`src/rtl/mem_wb.sv`:
```
// mem_wb: memory-access / write-back stage of the RV32I pipeline.
// Non-memory ops pass their ALU result straight to write-back one cycle later.
// Loads and stores are issued on a req/ack data bus. Execute is stalled until
// the access completes, or until the optional ack timeout aborts it.
module mem_wb #(
    parameter int ACK_TIMEOUT = 16
) (
    input  logic        clk,
    input  logic        rst_n,
    input  logic [10:0] opcode_exe_2_mem_i,
    input  logic [4:0]  rd_exe_2_mem_i,
    input  logic [31:0] result_exe_2_mem_i,
    input  logic [31:0] store_data_exe_2_mem_i,
    output logic        stall_mem_o,
    output logic [4:0]  rd_mem_2_dec_o,
    output logic [31:0] rd_data_mem_2_dec_o,
    output logic        dmem_req_o,
    output logic        dmem_we_o,
    output logic [31:0] dmem_addr_o,
    output logic [3:0]  dmem_be_o,
    output logic [31:0] dmem_wdata_o,
    input  logic [31:0] dmem_rdata_i,
    input  logic        dmem_ack_i,
    output logic        misalign_o,
    output logic        bus_err_o
);

    localparam logic [6:0] OP_LOAD  = 7'b0000011;
    localparam logic [6:0] OP_STORE = 7'b0100011;

    // A zero timeout still needs a one-bit counter so the declarations stay legal.
    localparam int CNT_W = (ACK_TIMEOUT > 0) ? $clog2(ACK_TIMEOUT + 1) : 1;
    localparam logic [CNT_W-1:0] CNT_LAST = (ACK_TIMEOUT > 0) ? CNT_W'(ACK_TIMEOUT - 1) : '0;
    localparam bit TIMEOUT_EN = (ACK_TIMEOUT > 0);

    typedef enum logic [0:0] {
        IDLE     = 1'b0,
        WAIT_ACK = 1'b1
    } state_t;

    state_t            state, state_nx;
    logic [CNT_W-1:0]  cnt, cnt_nx;

    // Details of the outstanding load, kept for data extraction at ack time.
    logic [4:0]        ld_rd, ld_rd_nx;
    logic [2:0]        ld_f3, ld_f3_nx;
    logic [1:0]        ld_off, ld_off_nx;

    logic [4:0]        rd_nx;
    logic [31:0]       rd_data_nx;
    logic              req_nx;
    logic              we_nx;
    logic [31:0]       addr_nx;
    logic [3:0]        be_nx;
    logic [31:0]       wdata_nx;
    logic              misalign_nx;
    logic              bus_err_nx;

    logic [6:0]        op;
    logic [2:0]        funct3;
    logic              is_load;
    logic              is_store;
    logic              is_bubble;
    logic              f3_legal;
    logic              aligned;
    logic [3:0]        be_dec;
    logic [31:0]       wdata_dec;
    logic [31:0]       load_value;
    logic              timeout_hit;

    // Pick the addressed lane out of the returned word and extend it to 32 bits.
    function automatic logic [31:0] extract_load(input logic [31:0] word,
                                                 input logic [2:0]  f3,
                                                 input logic [1:0]  off);
        logic [7:0]  b;
        logic [15:0] h;
        logic [31:0] r;
        b = word[{off, 3'b000} +: 8];
        h = off[1] ? word[31:16] : word[15:0];
        case (f3[1:0])
            2'b00:   r = f3[2] ? {24'b0, b} : {{24{b[7]}}, b};
            2'b01:   r = f3[2] ? {16'b0, h} : {{16{h[15]}}, h};
            default: r = word;
        endcase
        return r;
    endfunction

    assign stall_mem_o = (state == WAIT_ACK);
    assign load_value  = extract_load(dmem_rdata_i, ld_f3, ld_off);
    assign timeout_hit = TIMEOUT_EN && (cnt == CNT_LAST);

    // Decode the incoming op: class, funct3 legality, alignment, lanes and store data.
    always_comb begin
        op        = opcode_exe_2_mem_i[6:0];
        funct3    = opcode_exe_2_mem_i[9:7];
        is_load   = (op == OP_LOAD);
        is_store  = (op == OP_STORE);
        is_bubble = (opcode_exe_2_mem_i == '0);
        f3_legal  = 1'b0;
        aligned   = 1'b1;
        be_dec    = 4'b1111;
        wdata_dec = store_data_exe_2_mem_i;

        if (is_load) begin
            case (funct3)
                3'b000, 3'b001, 3'b010, 3'b100, 3'b101: f3_legal = 1'b1;
                default:                                f3_legal = 1'b0;
            endcase
        end else if (is_store) begin
            case (funct3)
                3'b000, 3'b001, 3'b010: f3_legal = 1'b1;
                default:                f3_legal = 1'b0;
            endcase
        end

        case (funct3[1:0])
            2'b00: begin
                aligned   = 1'b1;
                be_dec    = 4'b0001 << result_exe_2_mem_i[1:0];
                wdata_dec = {4{store_data_exe_2_mem_i[7:0]}};
            end
            2'b01: begin
                aligned   = ~result_exe_2_mem_i[0];
                be_dec    = result_exe_2_mem_i[1] ? 4'b1100 : 4'b0011;
                wdata_dec = {2{store_data_exe_2_mem_i[15:0]}};
            end
            default: begin
                aligned   = (result_exe_2_mem_i[1:0] == 2'b00);
                be_dec    = 4'b1111;
                wdata_dec = store_data_exe_2_mem_i;
            end
        endcase
    end

    // Next-state and next-output logic; write-back and pulses default to zero every cycle.
    always_comb begin
        state_nx    = state;
        cnt_nx      = cnt;
        ld_rd_nx    = ld_rd;
        ld_f3_nx    = ld_f3;
        ld_off_nx   = ld_off;
        req_nx      = dmem_req_o;
        we_nx       = dmem_we_o;
        addr_nx     = dmem_addr_o;
        be_nx       = dmem_be_o;
        wdata_nx    = dmem_wdata_o;
        rd_nx       = 5'd0;
        rd_data_nx  = 32'd0;
        misalign_nx = 1'b0;
        bus_err_nx  = 1'b0;

        case (state)
            IDLE: begin
                if (is_load || is_store) begin
                    if (f3_legal && aligned) begin
                        req_nx    = 1'b1;
                        we_nx     = is_store;
                        addr_nx   = {result_exe_2_mem_i[31:2], 2'b00};
                        be_nx     = be_dec;
                        wdata_nx  = is_store ? wdata_dec : 32'd0;
                        ld_rd_nx  = is_load ? rd_exe_2_mem_i : 5'd0;
                        ld_f3_nx  = funct3;
                        ld_off_nx = result_exe_2_mem_i[1:0];
                        cnt_nx    = '0;
                        state_nx  = WAIT_ACK;
                    end else if (f3_legal) begin
                        misalign_nx = 1'b1;
                    end
                end else if (!is_bubble && rd_exe_2_mem_i != 5'd0) begin
                    rd_nx      = rd_exe_2_mem_i;
                    rd_data_nx = result_exe_2_mem_i;
                end
            end

            WAIT_ACK: begin
                if (dmem_ack_i || timeout_hit) begin
                    req_nx   = 1'b0;
                    we_nx    = 1'b0;
                    addr_nx  = 32'd0;
                    be_nx    = 4'd0;
                    wdata_nx = 32'd0;
                    state_nx = IDLE;
                    if (dmem_ack_i) begin
                        if (!dmem_we_o && ld_rd != 5'd0) begin
                            rd_nx      = ld_rd;
                            rd_data_nx = load_value;
                        end
                    end else begin
                        bus_err_nx = 1'b1;
                    end
                end else if (TIMEOUT_EN) begin
                    cnt_nx = cnt + 1'b1;
                end
            end

            default: state_nx = IDLE;
        endcase
    end

    // State and registered outputs; reset clears everything and drops any pending access.
    always_ff @(posedge clk) begin
        if (!rst_n) begin
            state               <= IDLE;
            cnt                 <= '0;
            ld_rd               <= 5'd0;
            ld_f3               <= 3'd0;
            ld_off              <= 2'd0;
            rd_mem_2_dec_o      <= 5'd0;
            rd_data_mem_2_dec_o <= 32'd0;
            dmem_req_o          <= 1'b0;
            dmem_we_o           <= 1'b0;
            dmem_addr_o         <= 32'd0;
            dmem_be_o           <= 4'd0;
            dmem_wdata_o        <= 32'd0;
            misalign_o          <= 1'b0;
            bus_err_o           <= 1'b0;
        end else begin
            state               <= state_nx;
            cnt                 <= cnt_nx;
            ld_rd               <= ld_rd_nx;
            ld_f3               <= ld_f3_nx;
            ld_off              <= ld_off_nx;
            rd_mem_2_dec_o      <= rd_nx;
            rd_data_mem_2_dec_o <= rd_data_nx;
            dmem_req_o          <= req_nx;
            dmem_we_o           <= we_nx;
            dmem_addr_o         <= addr_nx;
            dmem_be_o           <= be_nx;
            dmem_wdata_o        <= wdata_nx;
            misalign_o          <= misalign_nx;
            bus_err_o           <= bus_err_nx;
        end
    end

endmodule
```
`config.mk`:
```
export PLATFORM = sky130hd
export DESIGN_NAME = mem_wb
export DESIGN_NICKNAME = d
export VERILOG_FILES = /design/src/rtl/mem_wb.sv
export SDC_FILE = /design/constraint.sdc
export NUM_CORES = 1
export LEC_CHECK = 0
export ABC_AREA = 0
export CORE_ASPECT_RATIO = 2
export CORE_MARGIN = 2
export CORE_UTILIZATION = 46
export DETAILED_ROUTE_END_ITERATION = 16
export PLACE_DENSITY_LB_ADDON = 0.3
export RECOVER_POWER = 25
export SETUP_SLACK_MARGIN = 0.1
export SYNTH_ARGS = -nofsm -noshare
export SYNTH_HDL_FRONTEND = slang
export SYNTH_SLANG_ARGS = --single-unit
```
`constraint.sdc`:
```
create_clock -name clk -period 4.9 [get_ports clk]
set_input_delay 0.98 -clock clk [delete_from_list [all_inputs] [get_ports clk]]
set_output_delay 0.98 -clock clk [all_outputs]
set_load 0.02 [all_outputs]
```
==> flow_summary.ini, run 1 <==
[global_routing]
grt_pass1_wl_um = 26600
grt_max_degree = 44
grt_pass1_vias = 5453
track_usage_pct = 27.9
grt_overflow = 0
antenna_found_initial = 0

[place]
place_area_mm2 = 0.00749
gp_congestion = 0.910
placedCellCount = 889
portBuffers = 222
dp_hpwl_um = 12900
pre_cts_slack_ns = 1.50

[critical_path]
reg2regPathDepth = 4
end_kind = register
r2r-start = ld_off[1]
required_ns = 5.25
r2r_end = rd_data_mem_2_dec_o[19]
crit_fanout = 33
crit_type = primary input to register
worstPathArrival_ns = 3.86
rrSetupSlack_ns = 2.13
start_kind = primary input

[hold_path]
min_path_type = register to register
min_from = dmem_addr_o[17]
holdPathEnd = dmem_addr_o[17]
worstHoldPathCells = 2

[synthesis]
synth_top_area_share_pct = 46.8
synthCells = 561
yosys-top-cells-area = dfxtp_1 (47%), mux2i_1 (14%), nand2_1 (7.5%)
synth.distinct_cells = 53
yosys_warnings = 0
synth_flop_cell = dfxtp_1
synthArstFlopShare_pct = 0
synth_edf_count = 0
yosys.area.top_type = dfxtp_1
synth_area_mm2 = 0.00526
ys_seq_elements = 123
ys_seq_area_share_pct = 46.8
synth.avg_cell_area_um2 = 9.37

[routing]
vias = 5166
dr_wl_met2_um = 9510
post-route-drc-count = 0
wl_met3_um = 1310
met1_length_um = 5640
drt_iter0_drc = 222
ant_nets = 0
first_pass_iters = 5
dr.max_layer_used = met4
wire_per_inst_um = 18.8
drt-total-wl_um = 17300
viasPerCell = 5.61

[layout]
final_cells = 921
layout_commonest_cell = clkdlybuf4s50_1
final_cell_area_mm2 = 0.00813
multi_input_area_mm2 = 0.00257
fillCellCount = 841
drive_gt1_share_pct = 6.42
layout_common_cells = clkdlybuf4s50_1 (166), dfxtp_1 (123), nand2_1 (105), mux2i_1 (76), dlygate4sd3_1 (55)
fin_util_pct = 72.5
seq_area_mm2 = 0.00246
diodes = 0
synthToLayoutAreaGrowth_pct = 54.6
final_nets = 883

[clock_tree]
ctsHoldBuffers = 0
clock-sinks = 123
cts_buffers = 17
cts_resized = 0
cts_root_buf = clkbuf_16
clock_latency_ns = 0.41
htree_levels = 4
post_cts_buffers = 0
tritoncts = built
clk_pin_slew_ns = 0.05
clockBufferDepth = 2

[floorplanning]
dieWidth_um = 79.6
io_pins = 225
die-area_mm2 = 0.0124
num_rows = 55
dieHeight_um = 155
start_util_pct = 46.9
core_area_mm2 = 0.0112

[status]
status = finished, final reports clean

[power]
leakage_nw = 3.43
peakVddDrop_uv = 268
powerDensity_mw_per_mm2 = 325

[sta]
worst_pin_slew_ns = 1.47
min_period_ns = 3.51
maxSlewViolCount = 0
slew_headroom_pct = 2.06
skew_ns = 0.00806
layout_setup_ws_ns = 1.39
finalSetupViolCount = 0
max_freq_ghz = 0.285
finalCritPeriodShare_pct = 71.6
hold_viol = 0
grt_setup_unrepaired = false
finalSetupTns_ns = 0

[run]
maxCapViolCount = 0
[cell usage after synthesis, types with 2 or more instances]
master / instances
a32o_1: 5
ha_1: 2
a21oi_1: 14
nor2b_1: 2
mux2i_1: 76
dfxtp_1: 123
nor2_2: 2
clkbuf_2: 2
or4_1: 2
a21o_1: 4
buf_4: 6
nor2_1: 23
o22ai_1: 39
o2bb2ai_1: 23
and4b_1: 2
and2_1: 2
o21ai_0: 23
inv_1: 6
a22o_1: 16
nand2b_1: 2
or2_1: 2
xor2_1: 2
o31ai_2: 2
buf_1: 2
clkbuf_1: 20
buf_2: 12
nor3_1: 5
nand3_1: 5
or3_1: 9
nand2_1: 105
[per-layer routing]
metal | GRT usage [%] | vias up
met4 | 14.6 | 0
met1 | 25.5 | 2411
li1 | - | 2431
met5 | 0 | -
met3 | 7.66 | 53
met2 | 53.5 | 271
[state kept, by name, summed over array words and instances, names as in the netlist, 3 cells and up]
signal               flops
ld_f3                    3
dmem_addr_o             30
ld_rd                    5
dmem_wdata_o            32
dmem_be_o                4
cnt                      5
rd_mem_2_dec_o           5
rd_data_mem_2_dec_o     32
[power breakdown]
group          leakage [nW]  internal, mW  switching [mW]
Clock                 0.309         0.910           0.443
Combinational          2.12         0.140           0.126
Sequential             1.00          1.02         0.00534
Total                  3.43          2.07           0.574
[worst max-delay path by stage]
| stage | end | slack, ns | depth (start not counted) | start |
|---|---|---|---|---|
| 2_1_floorplan | rd_mem_2_dec_o[0] | 2.54 | 4 | opcode_exe_2_mem_i[9] |
| 3_3_place_gp | dmem_addr_o[4] | 1.57 | 6 | opcode_exe_2_mem_i[7] |
| 3_5_place_dp | dmem_addr_o[23] | 1.50 | 6 | opcode_exe_2_mem_i[7] |
| 4_1_cts | ld_rd[0] | 1.92 | 6 | opcode_exe_2_mem_i[7] |
| 5_1_grt | dmem_wdata_o[25] | 1.12 | 6 | rst_n |
| 6_report | dmem_wdata_o[5] | 1.39 | 6 | rst_n |
[kinds of logic (layout without fill, tap and decap cells)]
logic type,count (synthesis),after routing,share of synthesized area [%]
simple gates,170,170,14.4
other cells,1,2,0.0713
flops,123,123,46.8
compound gates,137,137,18.8
mux,77,77,14.7
xor+xnor,2,2,0.333
fa+ha+maj,2,2,0.476
buf+inv,49,266,4.40
[stage by stage]
step / hold WS, ns / power, mW
after detailed placement: 0.445 / 1.32
after global routing: 0.475 / 2.72
after CTS: 0.461 / 2.66
after floorplan: 0.445 / 1.15
after global placement: 0.444 / 1.31
final: 0.455 / 2.64
[worst max-delay path: stages]
cell,delay [ns]
buf_2,0.37
clkbuf_1,1.11
nand3_1,0.26
nor2_2,0.22
and4_1,0.65
a22o_1,0.23
[final cells by class]
cell class                      instances  area share (%)
Clock inverter                         13            2.43
Clock buffer                           19            5.45
Sequential cell                       123            30.3
Timing Repair Buffer                  228            27.8
Tap cell                              142            2.19
Multi-Input combinational cell        390            31.6
Inverter                                6           0.277
Power figures use the tool's default switching activity.
==> run 2: changes to the inputs <==
--- a/config.mk
+++ b/config.mk
@@ -8,7 +8,7 @@
 export ABC_AREA = 0
 export CORE_ASPECT_RATIO = 2
 export CORE_MARGIN = 2
-export CORE_UTILIZATION = 46
+export CORE_UTILIZATION = 43
 export DETAILED_ROUTE_END_ITERATION = 16
 export PLACE_DENSITY_LB_ADDON = 0.3
 export RECOVER_POWER = 25
==> constraint.sdc (replaced) <==
create_clock -name clk -period 3.4 [get_ports clk]
set_input_delay 0.68 -clock clk [delete_from_list [all_inputs] [get_ports clk]]
set_output_delay 0.68 -clock clk [all_outputs]
set_load 0.02 [all_outputs]
==> run 2 against run 1 <==
Against the previous run:
- clock power increased by 33%
- sequential cell count did not move
- power increased by 38%
- first-iteration DRC count shrank 20%
- sequential share of layout area increased by 0.051 points
- wire length is 2.0% higher
- critical path type unchanged
- sequential power increased by 45%
- largest cell class unchanged
- worst hold slack better by 0.0031 ns
- register-to-register slack got worse by 0.98 ns
==> flow_summary.ini, run 2 (synthesis gave the netlist of run 1 again) <==
[status]
status = finished, final reports clean

[clock_tree]
clock_latency_ns = 0.41
tritoncts = built
cts_resized = 0
clk_pin_slew_ns = 0.06
htree_levels = 4
clock-sinks = 123
post_cts_buffers = 0
clockBufferDepth = 2
cts_buffers = 17
ctsHoldBuffers = 0
cts_root_buf = clkbuf_16

[global_routing]
grt_max_degree = 44
grt_pass1_vias = 5462
grt_pass1_wl_um = 27000
track_usage_pct = 27.2
antenna_found_initial = 0
grt_overflow = 0

[sta]
grt_setup_unrepaired = false
skew_ns = 0.00895
worst_pin_slew_ns = 1.30
slew_headroom_pct = 13.6
hold_viol = 0
finalSetupViolCount = 0
min_period_ns = 2.74
maxSlewViolCount = 0
layout_setup_ws_ns = 0.662
finalCritPeriodShare_pct = 80.5
max_freq_ghz = 0.365
finalSetupTns_ns = 0

[routing]
post-route-drc-count = 0
vias = 5198
viasPerCell = 5.59
drt-total-wl_um = 17600
first_pass_iters = 5
ant_nets = 0
wire_per_inst_um = 19.0
drt_iter0_drc = 178

[run]
maxCapViolCount = 0

[layout]
drive_gt1_share_pct = 6.90
synthToLayoutAreaGrowth_pct = 54.4
layout_commonest_cell = clkdlybuf4s50_1
final_nets = 887
fin_util_pct = 67.3
layout_common_cells = clkdlybuf4s50_1 (166), dfxtp_1 (123), nand2_1 (105), mux2i_1 (76), dlygate4sd3_1 (55)
diodes = 0
top_regs = dmem_wdata_o x32, rd_data_mem_2_dec_o x32, dmem_addr_o x30

[power]
powerDensity_mw_per_mm2 = 450
peakVddDrop_uv = 383
leakage_nw = 3.43

[floorplanning]
dieHeight_um = 160
io_pins = 225
num_rows = 57
start_util_pct = 43.6
dieWidth_um = 82.2
core_area_mm2 = 0.0121
die-area_mm2 = 0.0132

[critical_path]
crit_fanout = 28
crit_type = primary input to register
cp_slowest_cell = clkbuf_1
start_kind = primary input
end_kind = register
critPathTopFamily = buffers and inverters
critPathMaxStageDelay_ns = 0.92
required_ns = 3.73
crit_chain = clkbuf_1 > and4b_1 > o21a_1 > o31ai_2 > buf_4 > o22ai_1
worstPathArrival_ns = 3.06
worst-path-buf-inv = 2

[hold_path]
min_path_type = register to register

[place]
dp_hpwl_um = 13600
pre_cts_slack_ns = 0.608
gp_congestion = 0.949
portBuffers = 222
==> run 2: changes by cell type in the layout (fill, tap and decap cells not counted), sizes merged <==
cell,previous run,this run
inv,6,11
buf,6,10
bufinv,5,2
clkbuf,20,18
==> run 2: worst paths after layout <==
| check | startpoint | to | slack (ns) | cells after the start |
|---|---|---|---|---|
| max | rst_n | rd_data_mem_2_dec_o[19] | 0.66 | 6 |
| min | dmem_req_o | dmem_req_o | 0.46 | 2 |
| max reg2reg | cnt[0] | dmem_wdata_o[29] | 1.15 | 8 |
| min reg2reg | dmem_req_o | dmem_req_o | 0.46 | 2 |
==> run 2: per-stage QoR <==
step	hold WS (ns)	std cells	area (µm²)	total power [mW]
4_1_cts	0.459	930	8120	3.69
6_report	0.458	930	8120	3.65
3_5_place_dp	0.450	898	7530	1.90
3_3_place_gp	0.445	898	7530	1.89
5_1_grt	0.478	930	8120	3.76
2_1_floorplan	0.445	562	5260	1.66
==> run 2: layer usage <==
| layer | track usage, % | part of all wire, % | vias up |
|---|---|---|---|
| li1 | - | - | 2437 |
| met1 | 23.9 | 31 | 2421 |
| met2 | 50.3 | 54 | 280 |
| met3 | 8.26 | 8.4 | 60 |
| met4 | 17.1 | 6.0 | 0 |
| met5 | 0 | 0 | - |
==> run 2: worst min-delay path, stage by stage (launching register included) <==
cell     delay, ns
dfxtp_1       0.31
nand2_1       0.05
a21oi_1       0.05
==> run 2: final cells by class <==
cell class                 instances  area [µm²]
fill                             997        3940
multi-input combinational        390        2560
sequential                       123        2460
timing repair buffer             232        2290
clock buffer                      17         425
tap                              147         184
clock inverter                    15         165
inverter                           6        22.5
==> run 2: power breakdown <==
group          switching, mW  internal (mW)
Clock                  0.697           1.09
Combinational          0.180          0.203
Sequential           0.00700           1.47
